$ cat src/rtl/reg16_write_arbiter_pkg.sv
// Shared constants for the round-robin register write arbiter.
// FSM encoding and default sizing.
package reg16_write_arbiter_pkg;

    localparam int DEF_N_REQ = 4;
    localparam int DEF_WIDTH = 16;

    typedef enum logic [1:0] {
        ST_IDLE  = 2'd0,
        ST_WRITE = 2'd1,
        ST_ACK   = 2'd2
    } state_t;

endpackage

$ cat src/rtl/reg16_write_arbiter_if.sv
// Requester-side bundle of the shared register arbiter.
// master = requesters, slave = arbiter.
interface reg16_write_arbiter_if
    import reg16_write_arbiter_pkg::*;
#(
    parameter int N_REQ = DEF_N_REQ,
    parameter int WIDTH = DEF_WIDTH
) ();

    localparam int IDW = $clog2(N_REQ);

    logic [N_REQ-1:0]       req;
    logic [N_REQ*WIDTH-1:0] data_in;
    logic [N_REQ-1:0]       ack;
    logic [IDW-1:0]         grant_id;
    logic                   busy;
    logic [WIDTH-1:0]       reg_out;

    modport master (
        output req, data_in,
        input  ack, grant_id, busy, reg_out
    );

    modport slave (
        input  req, data_in,
        output ack, grant_id, busy, reg_out
    );

endinterface

$ cat src/rtl/reg16_sync.sv
// Load-enable register with synchronous active-low clear.
// Clear has priority over load.
module reg16_sync #(
    parameter int WIDTH = 16
) (
    output logic [WIDTH-1:0] out,
    input  logic [WIDTH-1:0] in,
    input  logic             load,
    input  logic             clk,
    input  logic             rst_n
);

    // Clear wins over a coincident load.
    always_ff @(posedge clk) begin
        if (!rst_n)
            out <= '0;
        else if (load)
            out <= in;
    end

endmodule

$ cat src/rtl/reg16_write_arbiter.sv
// Round-robin arbiter sharing one register among N_REQ writers.
// Each write takes IDLE -> WRITE -> ACK, three cycles minimum.
module reg16_write_arbiter
    import reg16_write_arbiter_pkg::*;
#(
    parameter int N_REQ = DEF_N_REQ,
    parameter int WIDTH = DEF_WIDTH
) (
    input  logic                 clk,
    input  logic                 rst_n,
    reg16_write_arbiter_if.slave bus
);

    localparam int IDW = $clog2(N_REQ);

    state_t           state_q, state_d;
    logic [IDW-1:0]   grant_q, grant_d;
    logic [IDW-1:0]   ptr_q, ptr_d;
    logic [IDW-1:0]   rr_win;
    logic             found;
    int               k;
    logic [WIDTH-1:0] wr_data;
    logic [WIDTH-1:0] reg_q;
    logic             load;

    // State, winner and priority pointer registers.
    always_ff @(posedge clk) begin
        if (!rst_n) begin
            state_q <= ST_IDLE;
            grant_q <= '0;
            ptr_q   <= '0;
        end else begin
            state_q <= state_d;
            grant_q <= grant_d;
            ptr_q   <= ptr_d;
        end
    end

    // First set request scanning upward from ptr, wrapping at N_REQ.
    always_comb begin
        rr_win = ptr_q;
        found  = 1'b0;
        k      = 0;
        for (int i = 0; i < N_REQ; i++) begin
            k = (int'(ptr_q) + i) % N_REQ;
            if (!found && bus.req[IDW'(k)]) begin
                found  = 1'b1;
                rr_win = IDW'(k);
            end
        end
    end

    // Next state; winner becomes lowest priority once acked.
    always_comb begin
        state_d = state_q;
        grant_d = grant_q;
        ptr_d   = ptr_q;
        unique case (state_q)
            ST_IDLE: begin
                if (|bus.req) begin
                    grant_d = rr_win;
                    state_d = ST_WRITE;
                end
            end
            ST_WRITE: state_d = ST_ACK;
            ST_ACK: begin
                ptr_d   = (grant_q == IDW'(N_REQ - 1)) ?
                          '0 : grant_q + 1'b1;
                state_d = ST_IDLE;
            end
            default: state_d = ST_IDLE;
        endcase
    end

    // One-hot ack for the winner during the ACK cycle only.
    always_comb begin
        bus.ack = '0;
        if (state_q == ST_ACK)
            bus.ack[grant_q] = 1'b1;
    end

    assign load    = (state_q == ST_WRITE);
    assign wr_data = bus.data_in[int'(grant_q)*WIDTH +: WIDTH];

    reg16_sync #(.WIDTH(WIDTH)) u_reg (
        .out   (reg_q),
        .in    (wr_data),
        .load  (load),
        .clk   (clk),
        .rst_n (rst_n)
    );

    assign bus.reg_out  = reg_q;
    assign bus.grant_id = grant_q;
    assign bus.busy     = (state_q != ST_IDLE);

endmodule

$ cat src/flat_wrapper.sv
// flat-port wrapper written by rule: the top's interface ports become plain ports
module reg16_write_arbiter_flat import reg16_write_arbiter_pkg::*;
#(
    parameter int N_REQ = DEF_N_REQ,
    parameter int WIDTH = DEF_WIDTH
)
  (clk, rst_n, bus_req, bus_data_in, bus_ack, bus_grant_id, bus_busy, bus_reg_out);
  reg16_write_arbiter_if #(.N_REQ(N_REQ), .WIDTH(WIDTH)) bus_i ();
  input  logic clk;
  input  logic rst_n;
  input wire logic [$bits(bus_i.req)-1:0] bus_req;
  input wire logic [$bits(bus_i.data_in)-1:0] bus_data_in;
  output wire logic [$bits(bus_i.ack)-1:0] bus_ack;
  output wire logic [$bits(bus_i.grant_id)-1:0] bus_grant_id;
  output wire logic [$bits(bus_i.busy)-1:0] bus_busy;
  output wire logic [$bits(bus_i.reg_out)-1:0] bus_reg_out;
  assign bus_i.req = bus_req;
  assign bus_i.data_in = bus_data_in;
  assign bus_ack = bus_i.ack;
  assign bus_grant_id = bus_i.grant_id;
  assign bus_busy = bus_i.busy;
  assign bus_reg_out = bus_i.reg_out;
  reg16_write_arbiter #(.N_REQ(N_REQ), .WIDTH(WIDTH)) u_core (.clk(clk), .rst_n(rst_n), .bus(bus_i));
endmodule
$ cat config.mk
export PLATFORM = sky130hd
export DESIGN_NAME = reg16_write_arbiter_flat
export DESIGN_NICKNAME = d
export VERILOG_FILES = /design/src/rtl/reg16_write_arbiter_pkg.sv /design/src/rtl/reg16_write_arbiter_if.sv /design/src/rtl/reg16_sync.sv /design/src/rtl/reg16_write_arbiter.sv /design/src/flat_wrapper.sv
export SDC_FILE = /design/constraint.sdc
export NUM_CORES = 1
export LEC_CHECK = 0
export CORE_MARGIN = 2
export CORE_UTILIZATION = 35
export DETAILED_ROUTE_END_ITERATION = 10
export PLACE_DENSITY = 0.82
export SYNTH_ARGS = -nofsm -noshare
export SYNTH_HDL_FRONTEND = slang
export SYNTH_SLANG_ARGS = --single-unit
export TNS_END_PERCENT = 100
$ cat constraint.sdc
create_clock -name clk -period 1.9 [get_ports clk]
set_input_delay 0.19 -clock clk [delete_from_list [all_inputs] [get_ports clk]]
set_output_delay 0.19 -clock clk [all_outputs]
set_load 0.02 [all_outputs]
==> metrics.yaml <==
outcome: "completed"
area_delta_synth_final_pct: 80.23
critPathLaunchType: "register"
cts_buffers: 3
cts.repair.resized: 1
grtUsageMet3_pct: 4.514
core-area_sq_um: 3606
yosys.area.top_type: "dfxtp_1"
setup.worst_path.start: "u_core.bus.grant_id[1]"
floorplan.initialDensity_pct: 35.98
rows: 22
routed_via_density: 5.164
grt_max_degree: 18
nets: 271
fmax_mhz: 549.4
met2_usage_pct: 39.56
netlist_area_sq_um: 1297
grt_use_total_pct: 19.59
critical-path-top-delay-family: "buffers and inverters"
yosys_register_bits: 22
synth_edf_count: 0
top_usage_layer: "met2"
cts_setup_buffers: 0
dp_hpwl_microns: 3345
cap_violations: 0
power_density_nw_per_um2: 616.8
rsz0062_at_grt: "false"
synthArstFlopShare_pct: 0
synth_cells: 102
overflow: 0
fin_crit_sh_pct: 95.79
hold_buffers: 0
yosysTopAreaCellShare_pct: 33.94
die_y_microns: 64.89
firstDrtPassIters: 6
path_buf_inv: 2
drtIter0Drc: 39
p_clk_share_pct: 30.1
cell_internal_pwr_w: 0.001081
max_stage_delay_ns: 0.53
worstSetupPathType: "reg2out"
combinationalPowerShare_pct: 33.4
num_vias: 1260
setup_violations: 0
layout_min_cycle_time_ns: 1.820
crit_path_end: "bus_ack[1]"
worst_pin_slew_ns: 0.7536
ys_warn_count: 0
hold_viol_final: 0
place_area_sq_um: 2260
cts_tree: "yes"
cp.depth: 4
slew_headroom_pct: 49.47
syn-num-nets: 176
die_area_sq_um: 4210
path_cells: "inv_1 > ha_1 > and2_1 > clkdlybuf4s50_1"
grt_pass1_wl_microns: 6161
r2r-end: "u_core.u_reg.out[12]"
worst-endpoint-arrival_ns: 1.63
io_buffers: 92
skew_ns: 0.003912
drt_wl_total_microns: 4208
drive_gt1_share_pct: 9.694
wl_per_cell_microns: 17.25
fill_cells: 277
clkLatencyLatePin_ns: 0.26
rrSetupSlack_ns: 0.33
routabilityCongestion: 0.6985
required_ns: 1.71
sequentialPowerShare_pct: 36.5
drtAntennaViolNets: 0
cts_buffer_depth: 2
final_cell_mix: "clkdlybuf4s50_1 (92), dfxtp_1 (22), a22o_1 (16), mux4_1 (9), mux4_2 (7)"
die_w_microns: 64.89
reg2reg_depth: 3
synth_area_leaders: "dfxtp_1 (34%), mux4_1 (18%), mux4_2 (12%)"
clk_pin_slew_ns: 0.08
cp_max_fo: 5
power.leakage_nw: 0.8773
antenna_cells: 0
dp.cells: 240
antenna_found_initial: 0
slew_violations: 0
clock-root-buffer: "clkbuf_8"
clock-sinks: 22
synth_ff_type: "dfxtp_1"
crit_slowest_cell: "clkdlybuf4s50_1"
htreeDepth: 1
grt_pass1_vias: 1261
tns_ns: 0
switching_share_pct: 25.04
drcViolationCount: 0
synth.avg_cell_area_sq_um: 12.72
power.switching_w: 0.0003612
stdcell_area_sq_um: 2338
yosysUniqueCellTypes: 25
grt_use_met1_pct: 19.02
ir_drop_v: 0.0003733
num_io_pins: 93
r2r-start: "u_core.bus.grant_id[0]"
final_cells: 244
synth_seq_area_share_pct: 33.94
holdCritPathClass: "reg2reg"
layout_commonest_cell: "clkdlybuf4s50_1"
endpoint_kind: "output pin"
## state kept, by name, indices dropped and copies added (netlist names)
register,flops
u_core.u_reg.out,16
u_core.bus.grant_id,2
u_core.ptr_q,2
u_core.state_q,2
## through the flow
step	hold slack [ns]	power (W)	util, %	setup slack, ns
3_3_place_gp	0.4587	0.0009984	62.66	0.2827
2_1_floorplan	0.3158	0.0007607	-	0.3156
3_5_place_dp	0.4632	0.001013	62.66	0.2350
4_1_cts	0.4871	0.001450	64.71	0.03929
6_report	0.4867	0.001442	64.85	0.07991
5_1_grt	0.4919	0.001496	64.85	0.01323
## cell families (layout without fill, tap and decap cells)
logic type                 after synthesis  count (layout)  synth area share, %
AOI/OAI and AO/OA                       23              23                14.95
DFF                                     22              22                33.94
and+or+nand+nor                         22              22                8.775
muxes                                   19              19                32.69
buffers and inverters                   12             106                5.786
adders and majority gates                4               4                3.857
## synthesized netlist by cell type (3+ instances only)
master	number
a22o_1	16
and2_1	5
buf_2	5
dfxtp_1	22
ha_1	4
inv_1	5
mux2i_1	3
mux4_1	9
mux4_2	7
nand2_1	3
nor2_1	6
nor2b_1	4
## final cells by class
type	instances	area [sq um]	area share, %
Clock inverter	1	30.03	1.284
Sequential cell	22	440.4	18.83
Tap cell	48	60.06	2.568
Timing Repair Buffer	97	958.4	40.98
Inverter	5	18.77	0.8026
Multi-Input combinational cell	68	789.5	33.76
Clock buffer	3	41.29	1.766
## routing by layer
metal | vias to the layer above | part of all wire (%)
li1 | 590 | -
met1 | 607 | 36
met2 | 59 | 54
met5 | - | 0
met4 | 0 | 0.86
met3 | 4 | 8.8
## how the worst min path moves through the flow
stage                         startpoint  slack, ns  cells past startpoint                endpoint
floorplan                          rst_n       0.32                      1  u_core.bus.grant_id[1]
global placement     u_core.u_reg.out[4]       0.46                      1     u_core.u_reg.out[4]
detailed placement   u_core.u_reg.out[3]       0.46                      1     u_core.u_reg.out[3]
CTS                  u_core.u_reg.out[3]       0.49                      1     u_core.u_reg.out[3]
global route        u_core.u_reg.out[11]       0.49                      1    u_core.u_reg.out[11]
finish               u_core.u_reg.out[6]       0.49                      1     u_core.u_reg.out[6]
## power groups by stage
stage	Clock (W)	Combinational (W)	Sequential [W]
after CTS	0.000442	0.000483	0.000525
after global routing	0.000457	0.000508	0.000531
after global placement	0	0.000464	0.000534
after floorplan	0	0.000188	0.000573
final	0.000434	0.000482	0.000526
after detailed placement	0	0.000478	0.000535
## worst register-to-register path: stages, from the launching register on
cell     delay [ns]
dfxtp_1        0.41
buf_4          0.26
mux4_1         0.60
a22o_1         0.20
Power figures use the tool's default switching activity.
==> RTL edit 1, RTL diff (config.mk and constraints unchanged) <==
Reset style: asynchronous (`rst_n`), changed in 2 clocked blocks.
--- a/src/rtl/reg16_sync.sv
+++ b/src/rtl/reg16_sync.sv
@@ -11,7 +11,7 @@
 );
 
     // Clear wins over a coincident load.
-    always_ff @(posedge clk) begin
+    always_ff @(posedge clk or negedge rst_n) begin
         if (!rst_n)
             out <= '0;
         else if (load)
--- a/src/rtl/reg16_write_arbiter.sv
+++ b/src/rtl/reg16_write_arbiter.sv
@@ -24,7 +24,7 @@
     logic             load;
 
     // State, winner and priority pointer registers.
-    always_ff @(posedge clk) begin
+    always_ff @(posedge clk or negedge rst_n) begin
         if (!rst_n) begin
             state_q <= ST_IDLE;
             grant_q <= '0;
Behaviour: differs if rst_n is asserted again (counterexample within 4 cycles, from zero or initial values and one cycle with rst_n low); with rst_n held inactive, the same outputs for 10 cycles.
==> RTL edit 1 against the original RTL <==
Critical path depth is 2 lower. Die area up 10%. Design area increased by 7.0%. Sequential cell count is the same. Non-clock buffer count did not move. Count of clock-buffer cells in the layout unchanged. Wire length up 0.50%. Global-route usage is 0.47 points lower. Synthesized area is 11% higher. Worst setup slack gained 53 ps. Sequential share of layout area grew 3.2 points.
Power is not compared: it rests on default switching activity, and its combinational part moved more than twofold at a synthesized area within 25%.
==> RTL edit 1: results (changes against the original RTL) <==
status completed; Synth area leaders dfrtp_1 38%, mux4_1 15%, mux4_2 12%; crit path max fanout 18 (+13); Non-Filler Instances 244 (unchanged); clock tree buffer depth 2 (unchanged); layout cells sized above 1 18.6% (+8.9 points); CP peak stage delay 620 ps (+90 ps); pre-CTS setup slack 245 ps (+9.87 ps); Yosys cell types 23 (-8.0%); post_cts resized 2 (+1); GPL Wtd Cong 0.755 (+8.0%); P_clk 0.441 mW; routed via count 1221 (-3.1%); Pwr top combinational logic; WP data arrival 1580 ps (-50 ps); Tcrit/Tclk final 93.0% (-2.8 points); fillers 324 (+17%); routed len/inst 17.3 microns (+0.50%); Least-Margin Pin Slew 292 ps (-461 ps); ys flop type dfrtp_1; top cells by count, synth 22 x dfrtp_1, 8 x mux2_2, 8 x mux2_4, 8 x mux4_1, 8 x mux4_2; vias in the first global route 1345 (+6.7%); Synth Net Count 173 (-1.7%); Critical R2R Capture u_core.u_reg.out[13]; Reg2Reg Setup Slack 240 ps (-90 ps); clk_lat worst skew approximately 270 ps; Sw Share 35.2%; Critical Path Sink bus_grant_id[0]; Worst Hold Class primary input to asynchronous set/reset pin; syn avg cell area 14.6 sq um (+15%); Pre-antenna DRT Iters 4 (-2); proportion of synthesized chip area in sequential cells 38.2% (+4.2 points); Critical Path Source Type register; global-route wire length before repair 6.38 mm (+3.6%); DRT iter0 DRCs 27 (-31%); Final nets 269 (-0.74%); largest net degree at the start of global routing 23 (+5); DP Wirelength 3.35 mm (about the same); r2r worst-path depth 3 (unchanged); Post-synth ARST share 100% (+100 points); total track usage 19.1% (-0.47 points); Max Clock Skew 5.94 ps (+2.02 ps); P_seq just under 0.9 mW; Worst R2R Start u_core.bus.grant_id[0]
==> RTL edit 1: final cells by class <==
| type | instances | area, sq um | share of cell area (%) |
|---|---|---|---|
| inverter | 7 | 26.3 | 1.05 |
| tap | 50 | 62.6 | 2.50 |
| clock buffer | 3 | 41.3 | 1.65 |
| timing repair buffer | 97 | 973 | 38.9 |
| clock inverter | 1 | 30.0 | 1.20 |
| sequential | 22 | 551 | 22.0 |
| multi-input combinational | 64 | 817 | 32.7 |
==> RTL edit 1: cells by family (layout without fill, tap and decap cells) <==
group / Yosys count / count (layout) / share of synthesized area [%]
AND/OR/NAND/NOR: 14 / 14 / 5.20
multiplexers: 32 / 32 / 41.6
buffers and inverters: 13 / 108 / 5.38
flip-flops: 22 / 22 / 38.2
adder cells (fa/ha/maj): 4 / 4 / 3.47
AO/OA/AOI/OAI: 14 / 14 / 6.16
==> RTL edit 1: how the worst min path moves through the flow <==
stage | to | slack [ps] | start | cells past startpoint
after floorplan | u_core.bus.grant_id[0] | -110 | rst_n | 0
after global placement | u_core.state_q[1] | 440 | u_core.state_q[1] | 1
after global routing | u_core.u_reg.out[7] | 290 | rst_n | 2
final | u_core.u_reg.out[7] | 270 | rst_n | 2
after detailed placement | u_core.state_q[1] | 450 | u_core.state_q[1] | 1
after CTS | u_core.u_reg.out[7] | 280 | rst_n | 2
==> RTL edit 1: stage by stage <==
step	cell area, sq um	util [%]
final	2500	63.0
after global routing	2500	63.0
after CTS	2500	62.9
after detailed placement	2430	61.1
after global placement	2430	61.1
after floorplan	1440	-
==> RTL edit 1: routing by layer <==
metal,wire (microns),vias to the layer above,GRT usage (%)
li1,-,567,-
met3,231,6,3.29
met1,1540,611,19.0
met4,68,0,5.75
met5,0,-,0
met2,2390,37,39.3
==> RTL edit 2, RTL diff (same settings) <==
Made on the original files. `DEF_WIDTH`: 16 -> 14.
--- a/src/rtl/reg16_write_arbiter_pkg.sv
+++ b/src/rtl/reg16_write_arbiter_pkg.sv
@@ -3,7 +3,7 @@
 package reg16_write_arbiter_pkg;
 
     localparam int DEF_N_REQ = 4;
-    localparam int DEF_WIDTH = 16;
+    localparam int DEF_WIDTH = 14;
 
     typedef enum logic [1:0] {
         ST_IDLE  = 2'd0,
Interface: changed (resized bus_data_in and bus_reg_out); port bits go from 93 to 83. No check against the original RTL was run, so the function may have changed too.
==> RTL edit 2 against the original RTL <==
Synthesized cell count up 25%. Worst setup slack worse by 12 ps. Wire length fell by 14%. Total power down 20%. Synthesized area down 4.5%. Sequential cell count down 2. Design area fell by 8.0%. Critical path depth decreased by 1. Critical path type unchanged. Critical endpoint unchanged. Largest cell class unchanged. Largest power group unchanged.
==> RTL edit 2: results (changes against the original RTL) <==
clk_lat worst skew 310 ps (+50 ps); Root Buffer clkbuf_4; Synth area leaders dfxtp_1 32%, mux4_2 15%, mux4_1 13%; core area 0.00336 sq mm (-6.7%); Largest register FFs 14 (-2); proportion of synthesized chip area in sequential cells 32.3% (-1.6 points); VDD IR max 0.342 mV (-8.3%); hold path endpoint u_core.u_reg.out[9]; CTS clk-pin slew, worst paths 110 ps (+30 ps); Synth Net Count 194 (+10%); routed len/inst 14.1 microns (-18%); Post-Place Cell Area 0.00210 sq mm (-7.1%); Post-Route WL 3.62 mm (-14%); area share of the largest cell type after synthesis 32.3% (-1.6 points); largest net degree at the start of global routing 22 (+4); H-tree levels 1 (unchanged); Worst Hold Class register to register; DP Wirelength 2.80 mm (-16%); placed cells 253 (+5.4%); Yosys cell types 26 (+4.0%); CP peak stage delay 600 ps (+70 ps); Pre-antenna DRT Iters 4 (-2); GPL Wtd Cong 0.735 (+5.2%); Worst path slowest cell clkdlybuf4s50_1; vias per inst 4.96 (-3.9%); top cells by count, synth 32 x nand2_1, 20 x dfxtp_1, 8 x mux4_2, 8 x o21ai_0, 7 x o21ai_1; DRT iter0 DRCs 50 (+28%); total track usage 18.7% (-0.85 points); Final Slew Violations 0 (unchanged); input/output buffers 82 (-11%); Least-Margin Pin Slew 562 ps (-191 ps); worst hold slack 456 ps (-31.2 ps); Final nets 278 (+2.6%); Hold Startpoint u_core.u_reg.out[9]; r2r worst-path depth 4 (+1); vias in the first global route 1259 (-0.16%); Reg2Reg Setup Slack 390 ps (+60 ps); Worst Hold Depth 2 (+1); pre-CTS setup slack 273 ps (+38.4 ps); P_leak 0.838 nW (-4.5%); layout cells sized above 1 10.9% (+1.2 points); global-route wire length before repair 5.97 mm (-3.1%); Max Clock Skew 14.6 ps (+10.7 ps); syn avg cell area 9.68 sq um (-24%); status completed
RTL edit 2: where the power goes:
part | total (mW) | internal (mW) | leakage, nW | switching, mW
combinational | 0.421 | 0.259 | 0.652 | 0.162
sequential | 0.476 | 0.454 | 0.165 | 0.0222
clock | 0.256 | 0.117 | 0.0210 | 0.139
total | 1.15 | 0.830 | 0.838 | 0.323
RTL edit 2: area by class of cell:
type	count	area (sq um)
Multi-Input combinational cell	95	763
Sequential cell	20	405
Inverter	4	15.0
Timing Repair Buffer	88	873
Tap cell	46	57.6
Fill cell	302	1210
Clock buffer	4	36.3
RTL edit 2: what timing repair did:
action / 4_1_cts / 5_1_grt
endpoints found under the setup margin: 4 / 4
setup buffers: 0 / 0
cloned: 0 / 0
hold buffers: 0 / 0
endpoints found under the hold margin: 0 / 0
resized for setup: 3 / 4
RTL edit 2: kinds of logic (layout without fill, tap and decap cells):
kind of cell / Yosys count / count (layout) / share of synthesized area (%)
compound gates: 22 / 22 / 9.60
fa+ha+maj: 4 / 4 / 4.04
buf+inv: 13 / 96 / 6.26
flops: 20 / 20 / 32.3
mux: 15 / 15 / 28.1
simple gates: 54 / 54 / 19.7
RTL edit 2: how the worst max path moves through the flow:
stage,slack [ps],startpoint,end
2_1_floorplan,380,u_core.bus.grant_id[0],u_core.u_reg.out[10]
3_3_place_gp,290,u_core.bus.grant_id[1],bus_ack[3]
3_5_place_dp,270,u_core.bus.grant_id[1],bus_ack[3]
4_1_cts,30,u_core.bus.grant_id[1],bus_ack[3]
5_1_grt,-10,u_core.bus.grant_id[1],bus_ack[1]
6_report,70,u_core.state_q[1],bus_ack[1]
RTL edit 2: critical path, delay by kind of cell, from the launching register on:
kind          cells  cell delay [ps]
simple gates      2              390
flops             1              360
buf+inv           1              600
RTL edit 2: layer usage:
metal | vias to the layer above | routed length, microns | track usage [%]
met1 | 606 | 1510 | 22.3
met5 | - | 0 | 0
met3 | 5 | 243 | 5.89
li1 | 622 | - | -
met4 | 0 | 29 | 4.89
met2 | 43 | 1830 | 32.5
